===== src/rtl/axis_video_reframer_if.sv =====
// Stream bundle around the video reframer.
//   s_axis_* : 32-bit unframed pixel input {8'h00,R,G,B} with valid/ready
//   m_axis_* : 24-bit framed video output with tuser (start-of-frame) and tlast (end-of-line)
// The reframer uses the master modport (it masters the framed video stream).
// The environment uses the slave modport.
interface axis_video_reframer_if;
   logic [31:0] s_axis_tdata;
   logic        s_axis_tvalid;
   logic        s_axis_tready;
   logic [23:0] m_axis_tdata;
   logic        m_axis_tvalid;
   logic        m_axis_tready;
   logic        m_axis_tuser;
   logic        m_axis_tlast;

   modport master (
      input  s_axis_tdata,
      input  s_axis_tvalid,
      output s_axis_tready,
      output m_axis_tdata,
      output m_axis_tvalid,
      input  m_axis_tready,
      output m_axis_tuser,
      output m_axis_tlast
   );

   modport slave (
      output s_axis_tdata,
      output s_axis_tvalid,
      input  s_axis_tready,
      input  m_axis_tdata,
      input  m_axis_tvalid,
      output m_axis_tready,
      input  m_axis_tuser,
      input  m_axis_tlast
   );
endinterface


===== src/rtl/axis_video_reframer.sv =====
// Regenerates AXI4-Stream video framing for an unframed pixel stream.
// Each accepted pixel is tagged with start-of-frame, end-of-line and end-of-frame flags
// from x/y counters, then buffered in a 2-entry FIFO. The FIFO decouples the two
// handshakes, so m_axis_tready has no combinational path to s_axis_tready.
// Ports:
//   aclk, aresetn  : clock, asynchronous active-low reset
//   axis           : stream bundle (32-bit input, 24-bit output with tuser/tlast)
//   resync         : pulse; the next accepted pixel becomes x=0,y=0
//   frame_done     : 1-cycle pulse after the handshake of a frame's last pixel
//   frame_count    : completed frames, wraps at 16 bits
module axis_video_reframer #(
   parameter int unsigned FRAME_WIDTH  = 640,
   parameter int unsigned FRAME_HEIGHT = 480,
   parameter bit          RGB_ORDER    = 1'b1
) (
   input  logic                  aclk,
   input  logic                  aresetn,
   axis_video_reframer_if.master axis,
   input  logic                  resync,
   output logic                  frame_done,
   output logic [15:0]           frame_count
);

   localparam int unsigned XW    = (FRAME_WIDTH  > 1) ? $clog2(FRAME_WIDTH)  : 1;
   localparam int unsigned YW    = (FRAME_HEIGHT > 1) ? $clog2(FRAME_HEIGHT) : 1;
   localparam int unsigned PIX_W = 24;
   localparam int unsigned CNT_W = 2;
   localparam logic [XW-1:0]    X_LAST = XW'(FRAME_WIDTH - 1);
   localparam logic [YW-1:0]    Y_LAST = YW'(FRAME_HEIGHT - 1);
   localparam logic [XW-1:0]    X_ONE  = XW'(1);
   localparam logic [CNT_W-1:0] FULL   = CNT_W'(2);

   // Position counters and pending resync request
   logic [XW-1:0] x_q, x_d;
   logic [YW-1:0] y_q, y_d;
   logic          resync_pend_q, resync_pend_d;

   // FIFO storage: pixel plus its frame tags
   logic [PIX_W-1:0] data_q [2];
   logic [PIX_W-1:0] data_d [2];
   logic             sof_q  [2];
   logic             sof_d  [2];
   logic             eol_q  [2];
   logic             eol_d  [2];
   logic             eof_q  [2];
   logic             eof_d  [2];
   logic             wr_ptr_q, wr_ptr_d;
   logic             rd_ptr_q, rd_ptr_d;
   logic [CNT_W-1:0] cnt_q, cnt_d;

   // Registered output copy of the FIFO head
   logic             s_tready_q, s_tready_d;
   logic             m_tvalid_q, m_tvalid_d;
   logic [PIX_W-1:0] m_tdata_q,  m_tdata_d;
   logic             m_tuser_q,  m_tuser_d;
   logic             m_tlast_q,  m_tlast_d;
   logic             m_eof_q,    m_eof_d;
   logic             frame_done_q, frame_done_d;
   logic [15:0]      frame_count_q, frame_count_d;

   logic             accept_c;
   logic             pop_c;
   logic             pend_now_c;
   logic [PIX_W-1:0] pix_c;
   logic             tag_sof_c, tag_eol_c, tag_eof_c;
   logic             unused_pad;

   assign accept_c   = axis.s_axis_tvalid & s_tready_q;
   assign pop_c      = m_tvalid_q & axis.m_axis_tready;
   assign pend_now_c = resync_pend_q | resync;
   assign unused_pad = &{1'b0, axis.s_axis_tdata[31:24]};

   // Channel order of the outgoing pixel
   always_comb begin
      if (RGB_ORDER) begin
         pix_c = axis.s_axis_tdata[23:0];
      end else begin
         pix_c = {axis.s_axis_tdata[7:0], axis.s_axis_tdata[15:8], axis.s_axis_tdata[23:16]};
      end
   end

   // Tag the accepted pixel and advance the x/y position
   always_comb begin
      tag_sof_c     = 1'b0;
      tag_eol_c     = 1'b0;
      tag_eof_c     = 1'b0;
      x_d           = x_q;
      y_d           = y_q;
      resync_pend_d = resync_pend_q;
      if (accept_c) begin
         resync_pend_d = 1'b0;
         if (pend_now_c) begin
            // Resynced pixel is x=0,y=0; width >= 2 so it is never end-of-line
            tag_sof_c = 1'b1;
            x_d       = X_ONE;
            y_d       = '0;
         end else begin
            tag_sof_c = (x_q == '0) && (y_q == '0);
            tag_eol_c = (x_q == X_LAST);
            tag_eof_c = (x_q == X_LAST) && (y_q == Y_LAST);
            if (tag_eof_c) begin
               x_d = '0;
               y_d = '0;
            end else if (tag_eol_c) begin
               x_d = '0;
               y_d = y_q + YW'(1);
            end else begin
               x_d = x_q + XW'(1);
            end
         end
      end else if (resync) begin
         resync_pend_d = 1'b1;
      end
   end

   // FIFO update and next registered view of its head
   always_comb begin
      data_d   = data_q;
      sof_d    = sof_q;
      eol_d    = eol_q;
      eof_d    = eof_q;
      wr_ptr_d = wr_ptr_q;
      rd_ptr_d = rd_ptr_q;
      cnt_d    = cnt_q;
      if (accept_c) begin
         data_d[wr_ptr_q] = pix_c;
         sof_d[wr_ptr_q]  = tag_sof_c;
         eol_d[wr_ptr_q]  = tag_eol_c;
         eof_d[wr_ptr_q]  = tag_eof_c;
         wr_ptr_d         = ~wr_ptr_q;
      end
      if (pop_c) begin
         rd_ptr_d = ~rd_ptr_q;
      end
      case ({accept_c, pop_c})
         2'b10:   cnt_d = cnt_q + CNT_W'(1);
         2'b01:   cnt_d = cnt_q - CNT_W'(1);
         default: cnt_d = cnt_q;
      endcase

      s_tready_d = (cnt_d != FULL);
      m_tvalid_d = (cnt_d != '0);
      m_tdata_d  = '0;
      m_tuser_d  = 1'b0;
      m_tlast_d  = 1'b0;
      m_eof_d    = 1'b0;
      if (cnt_d != '0) begin
         m_tdata_d = data_d[rd_ptr_d];
         m_tuser_d = sof_d[rd_ptr_d];
         m_tlast_d = eol_d[rd_ptr_d];
         m_eof_d   = eof_d[rd_ptr_d];
      end

      frame_done_d  = pop_c & m_eof_q;
      frame_count_d = frame_count_q + 16'(frame_done_d);
   end

   // State registers
   always_ff @(posedge aclk or negedge aresetn) begin
      if (!aresetn) begin
         x_q           <= '0;
         y_q           <= '0;
         resync_pend_q <= 1'b0;
         for (int i = 0; i < 2; i++) begin
            data_q[i] <= '0;
            sof_q[i]  <= 1'b0;
            eol_q[i]  <= 1'b0;
            eof_q[i]  <= 1'b0;
         end
         wr_ptr_q      <= 1'b0;
         rd_ptr_q      <= 1'b0;
         cnt_q         <= '0;
         s_tready_q    <= 1'b1;
         m_tvalid_q    <= 1'b0;
         m_tdata_q     <= '0;
         m_tuser_q     <= 1'b0;
         m_tlast_q     <= 1'b0;
         m_eof_q       <= 1'b0;
         frame_done_q  <= 1'b0;
         frame_count_q <= '0;
      end else begin
         x_q           <= x_d;
         y_q           <= y_d;
         resync_pend_q <= resync_pend_d;
         data_q        <= data_d;
         sof_q         <= sof_d;
         eol_q         <= eol_d;
         eof_q         <= eof_d;
         wr_ptr_q      <= wr_ptr_d;
         rd_ptr_q      <= rd_ptr_d;
         cnt_q         <= cnt_d;
         s_tready_q    <= s_tready_d;
         m_tvalid_q    <= m_tvalid_d;
         m_tdata_q     <= m_tdata_d;
         m_tuser_q     <= m_tuser_d;
         m_tlast_q     <= m_tlast_d;
         m_eof_q       <= m_eof_d;
         frame_done_q  <= frame_done_d;
         frame_count_q <= frame_count_d;
      end
   end

   assign axis.s_axis_tready = s_tready_q;
   assign axis.m_axis_tvalid = m_tvalid_q;
   assign axis.m_axis_tdata  = m_tdata_q;
   assign axis.m_axis_tuser  = m_tuser_q;
   assign axis.m_axis_tlast  = m_tlast_q;
   assign frame_done         = frame_done_q;
   assign frame_count        = frame_count_q;

endmodule


===== src/flat_wrapper.sv =====
// flat-port wrapper written by rule: the top's interface ports become plain ports
module axis_video_reframer_flat 
#(
   parameter int unsigned FRAME_WIDTH  = 640,
   parameter int unsigned FRAME_HEIGHT = 480,
   parameter bit          RGB_ORDER    = 1'b1
)
  (aclk, aresetn, resync, frame_done, frame_count, axis_s_axis_tdata, axis_s_axis_tvalid, axis_s_axis_tready, axis_m_axis_tdata, axis_m_axis_tvalid, axis_m_axis_tready, axis_m_axis_tuser, axis_m_axis_tlast);
  axis_video_reframer_if axis_i ();
  input  logic aclk;
  input  logic aresetn;
  input  logic resync;
  output logic frame_done;
  output logic [15:0] frame_count;
  input wire logic [$bits(axis_i.s_axis_tdata)-1:0] axis_s_axis_tdata;
  input wire logic [$bits(axis_i.s_axis_tvalid)-1:0] axis_s_axis_tvalid;
  output wire logic [$bits(axis_i.s_axis_tready)-1:0] axis_s_axis_tready;
  output wire logic [$bits(axis_i.m_axis_tdata)-1:0] axis_m_axis_tdata;
  output wire logic [$bits(axis_i.m_axis_tvalid)-1:0] axis_m_axis_tvalid;
  input wire logic [$bits(axis_i.m_axis_tready)-1:0] axis_m_axis_tready;
  output wire logic [$bits(axis_i.m_axis_tuser)-1:0] axis_m_axis_tuser;
  output wire logic [$bits(axis_i.m_axis_tlast)-1:0] axis_m_axis_tlast;
  assign axis_i.s_axis_tdata = axis_s_axis_tdata;
  assign axis_i.s_axis_tvalid = axis_s_axis_tvalid;
  assign axis_s_axis_tready = axis_i.s_axis_tready;
  assign axis_m_axis_tdata = axis_i.m_axis_tdata;
  assign axis_m_axis_tvalid = axis_i.m_axis_tvalid;
  assign axis_i.m_axis_tready = axis_m_axis_tready;
  assign axis_m_axis_tuser = axis_i.m_axis_tuser;
  assign axis_m_axis_tlast = axis_i.m_axis_tlast;
  axis_video_reframer #(.FRAME_WIDTH(FRAME_WIDTH), .FRAME_HEIGHT(FRAME_HEIGHT), .RGB_ORDER(RGB_ORDER)) u_core (.aclk(aclk), .aresetn(aresetn), .axis(axis_i), .resync(resync), .frame_done(frame_done), .frame_count(frame_count));
endmodule

===== config.mk =====
export PLATFORM = sky130hd
export DESIGN_NAME = axis_video_reframer_flat
export DESIGN_NICKNAME = d
export VERILOG_FILES = /design/src/rtl/axis_video_reframer_if.sv /design/src/rtl/axis_video_reframer.sv /design/src/flat_wrapper.sv
export SDC_FILE = /design/constraint.sdc
export NUM_CORES = 1
export LEC_CHECK = 0
export CAP_MARGIN = 20
export CORE_MARGIN = 8
export CORE_UTILIZATION = 54
export CTS_CLUSTER_SIZE = 16
export DETAILED_ROUTE_END_ITERATION = 12
export PLACE_DENSITY = 0.79
export SETUP_SLACK_MARGIN = 0.05
export SYNTH_ARGS = -nofsm -noshare
export SYNTH_HDL_FRONTEND = slang
export SYNTH_SLANG_ARGS = --single-unit

===== constraint.sdc =====
create_clock -name aclk -period 2.4 [get_ports aclk]
set_input_delay 0.72 -clock aclk [delete_from_list [all_inputs] [get_ports aclk]]
set_output_delay 0.72 -clock aclk [all_outputs]
set_load 0.02 [all_outputs]

### After elaboration in Yosys (flattened, before gate mapping)

Cells that the tools add are included.

| word-level totals | value |
|---|---|
| register bits | 124 |
| latch bits | 0 |
| bits in writable memories | 0 |
| memory bits (read-only) | 0 |
| output and inout port bits | 45 |
| logic and storage cells | 96 |
| memories | 0 |

| cells by class | value |
|---|---|
| add/subtract/negate cells | 5 |
| multipliers | 0 |
| divide/modulo/power cells | 0 |
| $lt $le $gt $ge | 3 |
| equality and inequality tests | 5 |
| shift operators | 0 |
| mux-type cells | 44 |
| bitwise logic cells | 8 |
| reduce and logical (&&, ||, !) cells | 9 |

Operators by type and width:

| operator | count |
|---|---|
| 24-bit 2-to-1 mux | 5 |
| 48-bit bitwise mux | 1 |
| 48-bit 2-to-1 mux | 1 |
| 10-bit 2-to-1 mux | 3 |
| 9-bit 2-to-1 mux | 3 |
| 24-bit demux with 1-bit select | 1 |
| 1-bit 2-to-1 mux | 22 |
| 16-bit by 1-bit adder with 16-bit output | 1 |
| 10-bit by 1-bit adder with 10-bit output (second input constant) | 1 |
| 10-bit equality test (second input constant) | 1 |
| 10-bit zero test | 1 |
| 9-bit by 1-bit adder with 9-bit output (second input constant) | 1 |
| 9-bit equality test (second input constant) | 1 |
| 9-bit zero test | 1 |
| 2-bit bitwise mux | 3 |
| 2-bit 2-to-1 mux | 3 |
| 2-bit >= comparator (second input constant) | 2 |
| 1-bit NOT with 2-bit output | 2 |
| 2-bit one-hot mux with 2 select lines | 1 |
| 2-bit nonzero test | 2 |
| 1-bit AND | 3 |
| 1-bit logical AND | 3 |
| 3-bit nonzero test | 1 |
| 2-bit by 1-bit adder with 2-bit output (second input constant) | 1 |
| 9 further kinds | 10 |

### Depth between registers and ports, before layout

Gate-level depths: netlist of the first run.

| depth | value |
|---|---|
| word-level depth | 11 |
| depth in mapped cells | 10 |

### Worst setup path after synthesis of the first run

OpenSTA, ideal clock, no wires.

| timing | value |
|---|---|
| path kind | input to register |
| start point | input port axis_s_axis_tvalid |
| end point | register u_core.m_tdata_q[10] (netlist: u_core.axis.m_axis_tdata[10]) |
| library setup time | 0.132 ns |
| arrival | 2.124 ns |
| path slack | 0.144 ns |
| stages | 9 |
| path through | and2_1 -> buf_4 -> inv_2 -> ha_1 -> nor2_1 -> a22o_1 -> buf_2 -> clkbuf_1 -> nor2_1 |

| between the ends | value |
|---|---|
| cells in the longest elaborated chain, start to end | 6 |
| elaborated cells on any way between the ends | 10 |

Ends and longest elaborated chain:

| element | line | source |
|---|---|---|
| start: declaration | flat_wrapper.sv:16 | `input wire logic [$bits(axis_i.s_axis_tvalid)-1:0] axis_s_axis_tvalid;` |
| 1-bit AND * | axis_video_reframer.sv:68 | `assign accept_c = axis.s_axis_tvalid & s_tready_q;` |
| 48-bit 2-to-1 mux | axis_video_reframer.sv:125 | `if (accept_c) begin` |
| 24-bit 2-to-1 mux (not written as such) (3 in series) | axis_video_reframer.sv:148 | `m_tdata_d = data_d[rd_ptr_d];` |
| 24-bit 2-to-1 mux * | axis_video_reframer.sv:147 | `if (cnt_d != '0) begin` |
| named net u_core.m_tdata_d[10] | axis_video_reframer.sv:54 | `logic [PIX_W-1:0] m_tdata_q, m_tdata_d;` |
| end signal: assignment | axis_video_reframer.sv:194 | `m_tdata_q <= m_tdata_d;` |
| end: declaration | axis_video_reframer.sv:54 |  |

The timed path passes the listed nets; every way through them passes the cells marked *. The select of a mux whose other input is x is not followed.
A chain may end at the register's enable or synchronous reset.

### Worst setup path after layout of the first run

| timing | value |
|---|---|
| start point | register u_core.frame_count_q[11] (netlist: u_core.frame_count[11]) |
| end point | output port frame_count[11] |

RTL lines:

| element | line | source |
|---|---|---|
| start: declaration | axis_video_reframer.sv:59 | `logic [15:0] frame_count_q, frame_count_d;` |
| start signal: assignment | axis_video_reframer.sv:199 | `frame_count_q <= frame_count_d;` |
| end: declaration | flat_wrapper.sv:14 | `output logic [15:0] frame_count;` |

No word-level cell between the ends.

==> results of run 1 <==
==> power by group through the flow <==
| stage | clock network (mW) | registers (mW) | logic (mW) |
|---|---|---|---|
| 6_report | 2.56 | 3.04 | 3.01 |
| 5_1_grt | 2.70 | 3.09 | 3.30 |
| 4_1_cts | 2.60 | 3.03 | 3.02 |
| 3_5_place_dp | 0 | 3.06 | 2.97 |
| 3_3_place_gp | 0 | 3.02 | 2.86 |
| 2_1_floorplan | 0 | 3.21 | 1.63 |
==> flip-flops by register name, summed over array words and instances, names as in the netlist <==
register / count
u_core.wr_ptr_q: 1
u_core.cnt_q: 2
u_core.axis.s_axis_tready: 1
u_core.axis.m_axis_tvalid: 1
u_core.sof_q: 2
u_core.rd_ptr_q: 1
u_core.axis.m_axis_tuser: 1
u_core.axis.m_axis_tlast: 1
u_core.frame_done: 1
u_core.m_eof_q: 1
u_core.axis.m_axis_tdata: 24
u_core.y_q: 9
u_core.frame_count: 16
u_core.eol_q: 2
u_core.x_q: 10
u_core.data_q: 48
u_core.eof_q: 2
u_core.resync_pend_q: 1
==> logic make-up after synthesis <==
logic type	Yosys count
and+or+nand+nor	277
buffers and inverters	27
adders and majority gates	7
xor gates and xnor gates	29
DFF	124
AOI/OAI and AO/OA	24
muxes	25
==> cell type report <==
class | count | share of cell area (%)
clock inverters | 13 | 2.39
clock buffers | 19 | 6.19
inverters | 9 | 0.484
flip-flops and latches | 124 | 44.5
multi-input cells | 362 | 29.3
repair buffers | 105 | 14.7
well taps | 133 | 2.39
==> metal layers <==
layer | global-route usage [%] | routed length, um | share of wire (%)
met3 | 5.46 | 672 | 5.5
met2 | 32.8 | 6230 | 51
met4 | 8.06 | 222 | 1.8
met1 | 24.5 | 5140 | 42
met5 | 0 | 0 | 0
==> metrics by stage <==
step / cell area (um2) / utilization [%] / setup slack (ps) / power [mW]
2_1_floorplan: 5270 / - / 144 / 4.84
3_3_place_gp: 6370 / 66.1 / -92.8 / 5.88
3_5_place_dp: 6370 / 66.1 / -146 / 6.03
4_1_cts: 6960 / 72.2 / 57.1 / 8.65
5_1_grt: 6970 / 72.4 / 59.2 / 9.08
6_report: 6970 / 72.4 / 109 / 8.60
==> worst min path at each step <==
stage	from	end	slack [ps]	cells past startpoint
after detailed placement	u_core.data_q[7]	u_core.data_q[7]	460	2
after global routing	aresetn	u_core.data_q[37]	210	1
after CTS	aresetn	u_core.data_q[13]	180	1
after floorplan	aresetn	u_core.axis.m_axis_tdata[0]	420	0
final	aresetn	u_core.data_q[13]	170	1
after global placement	u_core.data_q[29]	u_core.data_q[29]	450	2
==> synthesized netlist by cell type, drive strengths merged, types with 4 or more instances <==
| cell | instances |
|---|---|
| a21oi | 5 |
| xor2 | 15 |
| and4 | 4 |
| and3 | 9 |
| mux2i | 25 |
| xnor2 | 14 |
| buf | 13 |
| o21ai | 6 |
| nand2 | 168 |
| clkbuf | 5 |
| nand3 | 14 |
| inv | 9 |
| nand4 | 9 |
| dfrtp | 123 |
| nor3 | 5 |
| nor2 | 49 |
| ha | 7 |
==> what timing repair did <==
| item | CTS | global route |
|---|---|---|
| pin swaps | 0 | 0 |
| resized for setup | 2 | 4 |
| setup endpoints to repair | 2 | 4 |
==> results.yml, run 1 <==
status:
  status: "complete, no violations"
power_and_ir_drop:
  sw_frac_of_total_pct: 34.5
  p_clk_share_pct: 29.7
  p_leak_nw: 3.53
  ir_drop_uv: 947
  seqPwrFrac_pct: 35.3
  pwr-share-comb_pct: 35.0
  p_switching_mw: 2.97
  p_int_mw: 5.63
  p_per_area_mw_per_mm2: 1230
setup_path:
  startpoint_type: "register"
  crit_type: "reg2out"
  crit_cells: 1
  crit_required_ps: 1680
  path_cells: "clkdlybuf4s50_1"
  rr_worst_depth: 7
  crit-reg2reg-capture: "u_core.axis.m_axis_tdata[22]"
  path_max_fanout: 4
  critPathCapture: "frame_count[11]"
  critical_path.top_delay_family: "buffers and inverters"
  cp.arrival_ps: 1570
  reg2reg_from: "u_core.axis.s_axis_tready"
  crit_path_top_delay_cell: "clkdlybuf4s50_1"
  worstSetupEndpointType: "output port"
  max_stage_delay_ps: 630
  timing.critical_path.from: "u_core.frame_count[11]"
  r2r_slack_ps: 410
  path_buf_inv: 1
yosys:
  yosysUniqueCellTypes: 45
  ys_seq_elements: 124
  avgSynthCellArea_um2: 10.3
  yosys.area_share.simple_pct: 24.0
  synth_xor_area_share_pct: 4.82
  synth_top_family_by_area: "simple AND/OR/NAND/NOR gates"
  yosysWarnings: 0
  synth_top_cell_by_area: "dfrtp_1"
  async_flop_share_pct: 100
  synthTopCellsByArea: "dfrtp_1, nand2_1, mux2i_1"
  synth_compound_area_share_pct: 3.56
  yosysTopAreaCellShare_pct: 58.4
  seq_area_frac_synth_pct: 58.9
  synth-edff-count: 0
  syn_nets: 557
  synthAdderAreaFrac_pct: 1.66
  syn_area_mm2: 0.00527
  synth_ff_type: "dfrtp_1"
  synth_mux_area_share_pct: 4.75
  synth_cells: 513
clocking:
  clock_path_buffers: 2
  cts_buffers: 17
  htreeDepth: 4
  cts_setup_buffers: 0
  cts_root_buffer: "clkbuf_8"
  hold_buffers: 0
  cts_tree: "done"
  path_clk_slew_ps: 60
  clock-sinks: 124
  worstSkewPairLatency_ps: 520
drt:
  vias: 4029
  drc: 0
  drt_pass1_iterations: 5
  drtIter0Drc: 234
  wl_per_cell_um: 16.0
  ant_nets: 0
  via_per_inst: 5.27
  wl_um: 12300
placement:
  dpl.cell_count: 733
  routabilityCongestion: 0.809
  dp_hpwl_um: 8320
  io_buffers: 73
finish:
  seq_area_mm2: 0.00310
  multi_input_area_mm2: 0.00205
  final_common_cell: "nand2_1"
  area_growth_pct: 32.3
  mostFrequentLayoutCells: "nand2_1, dfrtp_1, clkdlybuf4s50_1"
  num-fill-cells: 678
  fin_nets: 663
  final_cell_count_no_fill: 765
  antenna_cells: 0
  drive_gt1_share_pct: 12.7
die:
  die_w_um: 115
  coreArea_mm2: 0.00964
  row_count: 36
  die_h_um: 115
  floorplan.io_pins: 82
  start_util_pct: 54.7
  die_area_mm2: 0.0132
timing:
  min_period_ps: 2290
  setup_viol: 0
  rsz0062_at_grt: "no"
  holdWs_ps: 173
  slew_violations: 0
  worstMarginPinSlew_ps: 541
  report.final.hold_viol_count: 0
  final.period_utilization_pct: 95.5
  max_freq_mhz: 436
  final.setup.tns_ps: 0
  slew-limit-headroom_pct: 63.9
  skew_ps: 8.50
global_route:
  grt_pass1_vias: 4217
  grt_pass1_wl_um: 20600
  grt_max_degree: 41
  antenna_found_initial: 0
  grt.total_usage_pct: 20.0
  grt_overflow_total: 0
run:
  drv_cap: 0
worst_hold_path:
  hold_path_class: "in2async"
No activity file was read; power rests on OpenSTA's default activity.
==> inputs of run 2 (changes only) <==
- CTS_BUF_LIST: default -> sky130_fd_sc_hd__clkbuf_16
==> results.yml, run 2 (same netlist as run 1, synthesis figures left out) <==
status:
  status: "complete, no violations"
global_route:
  grt.total_usage_pct: 19.9
  grt_overflow_total: 0
  grt_pass1_wl_um: 20500
  grt_max_degree: 41
  grt_pass1_vias: 4174
  antenna_found_initial: 0
setup_path:
  path_buf_inv: 1
  cp.arrival_ps: 1490
  crit_path_top_delay_cell: "clkdlybuf4s50_1"
  crit_required_ps: 1680
  path_max_fanout: 6
  worstSetupEndpointType: "output port"
  path_cells: "clkdlybuf4s50_1"
  startpoint_type: "register"
  crit_type: "reg2out"
  max_stage_delay_ps: 640
  critical_path.top_delay_family: "buffers and inverters"
drt:
  wirelength_met1_um: 5210
  vias: 4064
  drtIter0Drc: 225
  wl_met3_um: 741
  dr_wl_met2_um: 6130
  wl_per_cell_um: 16.0
  highest_layer: "met4"
  via_per_inst: 5.31
  wl_um: 12200
  drc: 0
  drt_pass1_iterations: 5
  ant_nets: 0
clocking:
  cts_root_buffer: "clkbuf_16"
  clock_path_buffers: 2
  path_clk_slew_ps: 60
  cts_tree: "done"
  worstSkewPairLatency_ps: 410
  htreeDepth: 4
  cts_buffers: 17
  clock-sinks: 124
die:
  floorplan.io_pins: 82
  die_area_mm2: 0.0132
  row_count: 36
  die_w_um: 115
  start_util_pct: 54.7
  die_h_um: 115
  coreArea_mm2: 0.00964
power_and_ir_drop:
  ir_drop_uv: 946
  pwr-share-comb_pct: 34.9
  p_per_area_mw_per_mm2: 1240
  p_clk_share_pct: 29.9
  p_switching_mw: 2.96
  p_int_mw: 5.65
  seqPwrFrac_pct: 35.2
  total_power_mw: 8.61
  p_leak_nw: 3.45
  sw_frac_of_total_pct: 34.4
timing:
  report.final.hold_viol_count: 0
  rsz0062_at_grt: "no"
  slew_violations: 0
  max_freq_mhz: 453
  worstMarginPinSlew_ps: 547
  final.period_utilization_pct: 92.0
  slew-limit-headroom_pct: 63.5
  min_period_ps: 2210
  setup_viol: 0
  skew_ps: 6.81
  holdWs_ps: 290
  final.setup.tns_ps: 0
finish:
  largest_register_ffs: 48
  mostFrequentLayoutCells: "nand2_1, dfrtp_1, clkdlybuf4s50_1"
  final_cell_count_no_fill: 765
  antenna_cells: 0
  stdcell_area_mm2: 0.00697
  area_growth_pct: 32.1
  largest-register: "u_core.data_q"
  fin_nets: 663
  final_common_cell: "nand2_1"
  drive_gt1_share_pct: 12.5
placement:
  routabilityCongestion: 0.809
  dpl.cell_count: 733
  dp_hpwl_um: 8320
  placedInstanceArea_mm2: 0.00637
  io_buffers: 73
run:
  drv_cap: 0
worst_hold_path:
  hold_path_class: "in2async"
[run 2: cell type report]
| type | instances | area, um2 |
|---|---|---|
| inverters | 9 | 33.8 |
| multi-input cells | 362 | 2050 |
| well taps | 133 | 166 |
| clock inverters | 15 | 174 |
| repair buffers | 105 | 1020 |
| fillers | 680 | 2670 |
| clock buffers | 17 | 425 |
| flip-flops and latches | 124 | 3100 |
[run 2: layer usage]
metal / GRT usage, % / up-vias
met2: 32.7 / 112
met4: 5.95 / 0
met1: 24.5 / 2029
li1: - / 1908
met5: 0 / -
met3: 6.67 / 15
[run 2: per-stage QoR]
stage	util (%)	worst slack (ps)
after detailed placement	66.1	-146
after global placement	66.1	-92.8
after global routing	72.3	124
after CTS	72.3	163
final	72.3	192
after floorplan	-	144
[run 2: path summary, 6_finish.rpt]
| check | start | to | slack [ps] | depth (start not counted) |
|---|---|---|---|---|
| worst min-delay path | aresetn | u_core.data_q[37] | 290 | 1 |
| max in group asynchronous | aresetn | u_core.axis.m_axis_tdata[22] | 1420 | 2 |
| worst max-delay path | u_core.frame_count[6] | frame_count[6] | 190 | 1 |
| worst min register to register | u_core.data_q[45] | u_core.data_q[45] | 470 | 2 |
| worst max register to register | u_core.axis.s_axis_tready | u_core.axis.m_axis_tdata[22] | 420 | 7 |
| min in group aclk | u_core.data_q[45] | u_core.data_q[45] | 470 | 2 |
[run 2: repair_timing]
item | 4_1_cts | 5_1_grt
setup endpoints to repair | 1 | 0
setup buffers | 0 | 0
hold buffers | 0 | 0
resized for setup | 1 | 0
[run 2: power by group through the flow]
| stage | clock network (mW) | logic, mW | registers, mW |
|---|---|---|---|
| after floorplan | 0 | 1.63 | 3.21 |
| after global placement | 0 | 2.86 | 3.02 |
| after detailed placement | 0 | 2.97 | 3.06 |
| after CTS | 2.61 | 3.02 | 3.03 |
| after global routing | 2.71 | 3.30 | 3.08 |
| final | 2.57 | 3.01 | 3.03 |
==> inputs of run 3 (changes only) <==
- ABC_AREA: default -> 1
- CTS_CLUSTER_SIZE: 16 -> default
- SLEW_MARGIN: default -> 5
==> results.yml, run 3 <==
power_and_ir_drop:
  p_per_area_mw_per_mm2: 1340
  p_leak_nw: 3.41
  ir_drop_uv: 846
placement:
  dp_hpwl_um: 8500
  io_buffers: 73
  routabilityCongestion: 0.789
  dpl.cell_count: 795
  dp_slack_ps: -271
clocking:
  path_clk_slew_ps: 60
  cts_buffers: 17
  htreeDepth: 4
  worstSkewPairLatency_ps: 410
  clock-sinks: 124
  cts_tree: "done"
  clock_path_buffers: 2
  cts_root_buffer: "clkbuf_16"
  hold_buffers: 0
run:
  drv_cap: 0
status:
  status: "complete, no violations"
timing:
  final.period_utilization_pct: 94.9
  skew_ps: 5.78
  report.final.hold_viol_count: 0
  fin_ws_ps: 122
  min_period_ps: 2280
  slew_violations: 0
  holdWs_ps: 292
  setup_viol: 0
  final.setup.tns_ps: 0
  slew-limit-headroom_pct: 65.6
  max_freq_mhz: 439
  worstMarginPinSlew_ps: 516
finish:
  final_cell_count_no_fill: 826
  mostFrequentLayoutCells: "dfrtp_1, nand2_1, nor2_1"
  antenna_cells: 0
  num-fill-cells: 742
  area_growth_pct: 30.4
  largest-register: "u_core.data_q"
  drive_gt1_share_pct: 18.8
  fin_nets: 722
  largest_register_ffs: 48
  final_common_cell: "dfrtp_1"
setup_path:
  r2r_slack_ps: 540
  startpoint_type: "input port"
  crit_type: "in2reg"
  path_max_fanout: 3
  cp.arrival_ps: 2590
  crit_required_ps: 2720
  path_cells: "clkdlybuf4s50_1, nand2_1, nor2_2, ha_4, ha_1, nand4_1, nor2_2, nand2_1, nor2_1, xor2_1"
  crit_path_top_delay_cell: "clkdlybuf4s50_1"
  worstSetupEndpointType: "register"
  max_stage_delay_ps: 460
  rr_worst_depth: 8
die:
  die_h_um: 117
  start_util_pct: 54.4
  floorplan.io_pins: 82
  coreArea_mm2: 0.0101
  row_count: 37
  die_w_um: 117
  die_area_mm2: 0.0137
yosys:
  synth-edff-count: 0
  yosysWarnings: 0
  synth_cells: 576
  syn_area_mm2: 0.00552
  synth_top_cell_by_area: "dfrtp_1"
  avgSynthCellArea_um2: 9.58
  synthTopCellsByArea: "dfrtp_1, nand2_1, nor2_1"
  async_flop_share_pct: 100
  yosysTopAreaCellShare_pct: 55.8
  yosysMostFrequentCell: "dfrtp_1"
  syn_nets: 620
  seq_area_frac_synth_pct: 56.3
  ys_top_cells_by_count: "dfrtp_1, nand2_1, nor2_1"
  synth_ff_type: "dfrtp_1"
  ys_seq_elements: 124
  yosysUniqueCellTypes: 36
worst_hold_path:
  hold_path_class: "in2async"
drt:
  via_per_inst: 5.18
  wl_per_cell_um: 15.2
  drt_pass1_iterations: 4
  wl_um: 12600
  drtIter0Drc: 243
  drc: 0
  vias: 4276
  ant_nets: 0
global_route:
  grt_max_degree: 55
  grt.total_usage_pct: 20.1
  grt_pass1_wl_um: 21300
  grt_overflow_total: 0
  grt_pass1_vias: 4620
  antenna_found_initial: 0
==> run 3: changes by cell type in the layout (fill, tap and decap cells not counted), moves of 6 or more <==
cell / change
nor3_2: +22
mux2i_1: -25
o21ai_1: +22
buf_4: -7
inv_1: +53
nor2_1: +34
nand3_1: +6
nand2_1: -61
and3_1: -9
xor2_1: -6
xnor2_1: -6
o21ai_2: +26
==> run 3: power by group <==
part           total (mW)  internal, mW  leakage, nW  switching [mW]
Combinational        4.05          1.72         1.56            2.33
Sequential           3.16          2.85         1.57           0.308
Clock                2.45          1.52        0.274           0.929
==> run 3: path summary, 6_finish.rpt <==
path                                                start                            to
worst max-delay path                   axis_m_axis_tready        u_core.frame_count[14]
worst max register to register  u_core.axis.s_axis_tready  u_core.axis.m_axis_tdata[23]
min in group aclk                        u_core.data_q[4]              u_core.data_q[4]
max in group asynchronous                         aresetn        u_core.frame_count[11]
worst min register to register           u_core.data_q[4]              u_core.data_q[4]
worst min-delay path                              aresetn               u_core.cnt_q[1]
==> run 3: per-stage QoR <==
stage          utilization [%]  power, mW  area, um2
2_1_floorplan                -       5.70       5520
3_3_place_gp              65.2       7.03       6610
3_5_place_dp              65.2       7.19       6610
4_1_cts                   70.8       9.73       7180
5_1_grt                   71.0       10.3       7190
6_report                  71.0       9.66       7190
==> run 3: worst max-delay path, delay by kind of cell <==
family	cells	cell delay [ps]
XOR/XNOR	1	190
adder cells (fa/ha/maj)	2	370
buffers and inverters	1	460
AND/OR/NAND/NOR	6	850
==> run 3: timing repair <==
action,in CTS,in global routing
setup endpoints to repair,0,4
resized for setup,0,4
buffers inserted,0,0
==> run 3: cell families (layout without fill, tap and decap cells) <==
logic type      Yosys count  after routing  synth area share (%)
flops                   124            124                  56.3
xor+xnor                 19             19                  3.15
buf+inv                  85            199                  6.90
compound gates           74             74                  8.67
fa+ha+maj                 7              7                  1.59
simple gates            267            267                  23.4
==> run 3: area by class of cell <==
cell class                      instances  area, um2  share of cell area [%]
Clock buffer                           17        425                    5.91
Sequential cell                       124       3100                    43.1
Inverter                               66        248                    3.44
Multi-Input combinational cell        367       2060                    28.6
Clock inverter                         14        145                    2.02
Tap cell                              136        170                    2.37
Timing Repair Buffer                  102       1050                    14.5
==> run 3: layer usage <==
| layer | wire length [um] | vias to the layer above | GRT usage [%] |
|---|---|---|---|
| li1 | - | 2045 | - |
| met1 | 5110 | 2119 | 23.2 |
| met2 | 6730 | 99 | 35.6 |
| met3 | 638 | 13 | 4.67 |
| met4 | 110 | 0 | 7.42 |
| met5 | 0 | - | 0 |
==> RTL change: new RTL, settings of run 3 <==
`CNT_W`: 2 -> 3.
--- a/src/rtl/axis_video_reframer.sv
+++ b/src/rtl/axis_video_reframer.sv
@@ -25,5 +25,5 @@
    localparam int unsigned YW    = (FRAME_HEIGHT > 1) ? $clog2(FRAME_HEIGHT) : 1;
    localparam int unsigned PIX_W = 24;
-   localparam int unsigned CNT_W = 2;
+   localparam int unsigned CNT_W = 3;
    localparam logic [XW-1:0]    X_LAST = XW'(FRAME_WIDTH - 1);
    localparam logic [YW-1:0]    Y_LAST = YW'(FRAME_HEIGHT - 1);
Behaviour: no difference found for any inputs over 4 cycles, from zero or initial values and one cycle with aresetn low; that may be too few to reach the edited logic, so the function may still have changed.
==> RTL change against run 3 <==
- worst setup slack got worse by 0.013 ns
- total power is 0.53% higher
- critical path type unchanged
- critical path depth up 4
- synthesized area grew 0.88%
- sequential cell count up 1
- largest cell class unchanged
- routed wire length up 2.4%
- final area grew 3.5%
- global-route usage down 0.79 points
==> RTL change: results (changes against run 3) <==
placement:
  place_congestion: 0.854  # +8.2%
  place_hpwl_um: 7890  # -7.1%
yosys:
  synth_cell_types: 43  # +19%
  ys_seq_area_share_pct: 56.2  # about the same
  yosys_warnings: 0  # unchanged
  yosys-top-cells-count: "dfrtp_1 (124), nand2_1 (109), nor2_1 (76)"
  async_flop_share_pct: 100  # unchanged
  synthTopCellsByArea: "dfrtp_1 (56%), nand2_1 (7.4%), o21ai_2 (7.2%)"
  synth.net_count: 613  # -1.1%
  yosysTopAreaCell: "dfrtp_1"
pwr:
  p_leak_uw: 0.00355  # +4.2%
  power_switching_uw: 3540  # -0.95%
  comb_power_uw: 4170  # +3%
  ir_drop_uv: 879  # +3.9%
clock_tree:
  clock_latency_ns: 0.41  # about the same
  htree_levels: 4  # unchanged
  clk_pin_slew_ns: 0.06  # about the same
  cts_resized: 14  # +14
  cts_root_buf: "clkbuf_16"
  postCtsSetupBuffers: 7  # +7
global_routing:
  grt_pass1_vias: 4559  # -1.3%
  grt_pass1_wl_um: 21700  # +2.2%
  grtUsageTotal_pct: 19.3  # -0.79 points
  grt_max_degree: 60  # +9.1%
  grt_antenna_before_repair: 0  # unchanged
detailed_routing:
  drt_pass1_iterations: 4  # unchanged
  vias: 4290  # +0.33%
  wl_met3_um: 528  # -17%
  avgRoutedWirePerCell_um: 15.5  # +1.5%
  ant_nets: 0  # unchanged
  m1WireLength_um: 5300  # +3.5%
  wl_met2_um: 6840  # +1.7%
  drtIter0Drc: 198  # -19%
sta:
  maxSlewHeadroom_pct: 74.3  # +8.7 points
  finalClockSkew_ns: 0.0106  # +0.00478 ns
worst_setup_path:
  crit_fanout: 4  # +1
  cpLargestDelayFamily: "buffers and inverters"
  max_stage_delay_ns: 0.36  # -0.10 ns
  cpMaxStageDelayCell: "fa_2"
  cp.arrival_ns: 2.59  # about the same
outcome:
  status: "complete, no violations"
cells_and_area:
  drive_gt1_share_pct: 25.1  # +6.3 points
  nFillCells: 685  # -7.7%
  fin_nets: 730  # +1.1%
-- RTL change: kinds of logic (layout without fill, tap and decap cells) --
| kind of cell | Yosys count | after routing | synth area share [%] |
|---|---|---|---|
| and+or+nand+nor | 258 | 258 | 21.2 |
| DFF | 125 | 125 | 56.2 |
| buffers and inverters | 82 | 211 | 7.15 |
| AOI/OAI and AO/OA | 73 | 73 | 9.89 |
| xor gates and xnor gates | 22 | 22 | 3.60 |
| adders and majority gates | 8 | 8 | 1.93 |
-- RTL change: final cells by class --
class,count,area (sq um),share of cell area (%)
tap,136,170,2.29
clock inverter,14,123,1.65
multi-input combinational,361,2130,28.6
sequential,125,3130,42.0
timing repair buffer,117,1220,16.4
clock buffer,17,425,5.71
inverter,63,244,3.28
-- RTL change: per-stage QoR --
stage / worst slack, ns / std cells / power [uW] / cell area [sq um] / TNS [ns]
4_1_cts: 0.0903 / 828 / 9550 / 7370 / 0
6_report: 0.108 / 833 / 9710 / 7440 / 0
3_5_place_dp: -0.508 / 788 / 6780 / 6670 / -16.28
5_1_grt: 0.0424 / 833 / 10300 / 7440 / 0
2_1_floorplan: 0.0554 / 568 / 5460 / 5590 / 0
3_3_place_gp: -0.451 / 788 / 6650 / 6670 / -14.31
-- RTL change: worst paths after layout --
path / end / slack (ns) / cells past startpoint
max: u_core.axis.m_axis_tdata[19] / 0.11 / 14
min: u_core.frame_count[7] / 0.22 / 1
max reg2reg: u_core.axis.m_axis_tdata[19] / 0.12 / 13
min reg2reg: u_core.data_q[43] / 0.47 / 2
max in group asynchronous: u_core.data_q[15] / 1.57 / 2
min in group aclk: u_core.data_q[43] / 0.47 / 2
-- RTL change: per-layer routing --
layer  track usage (%)  vias up
li1                  -     2030
met1              21.6     2117
met2              34.6      117
met3              5.08       26
met4              6.65        0
met5                 0        -
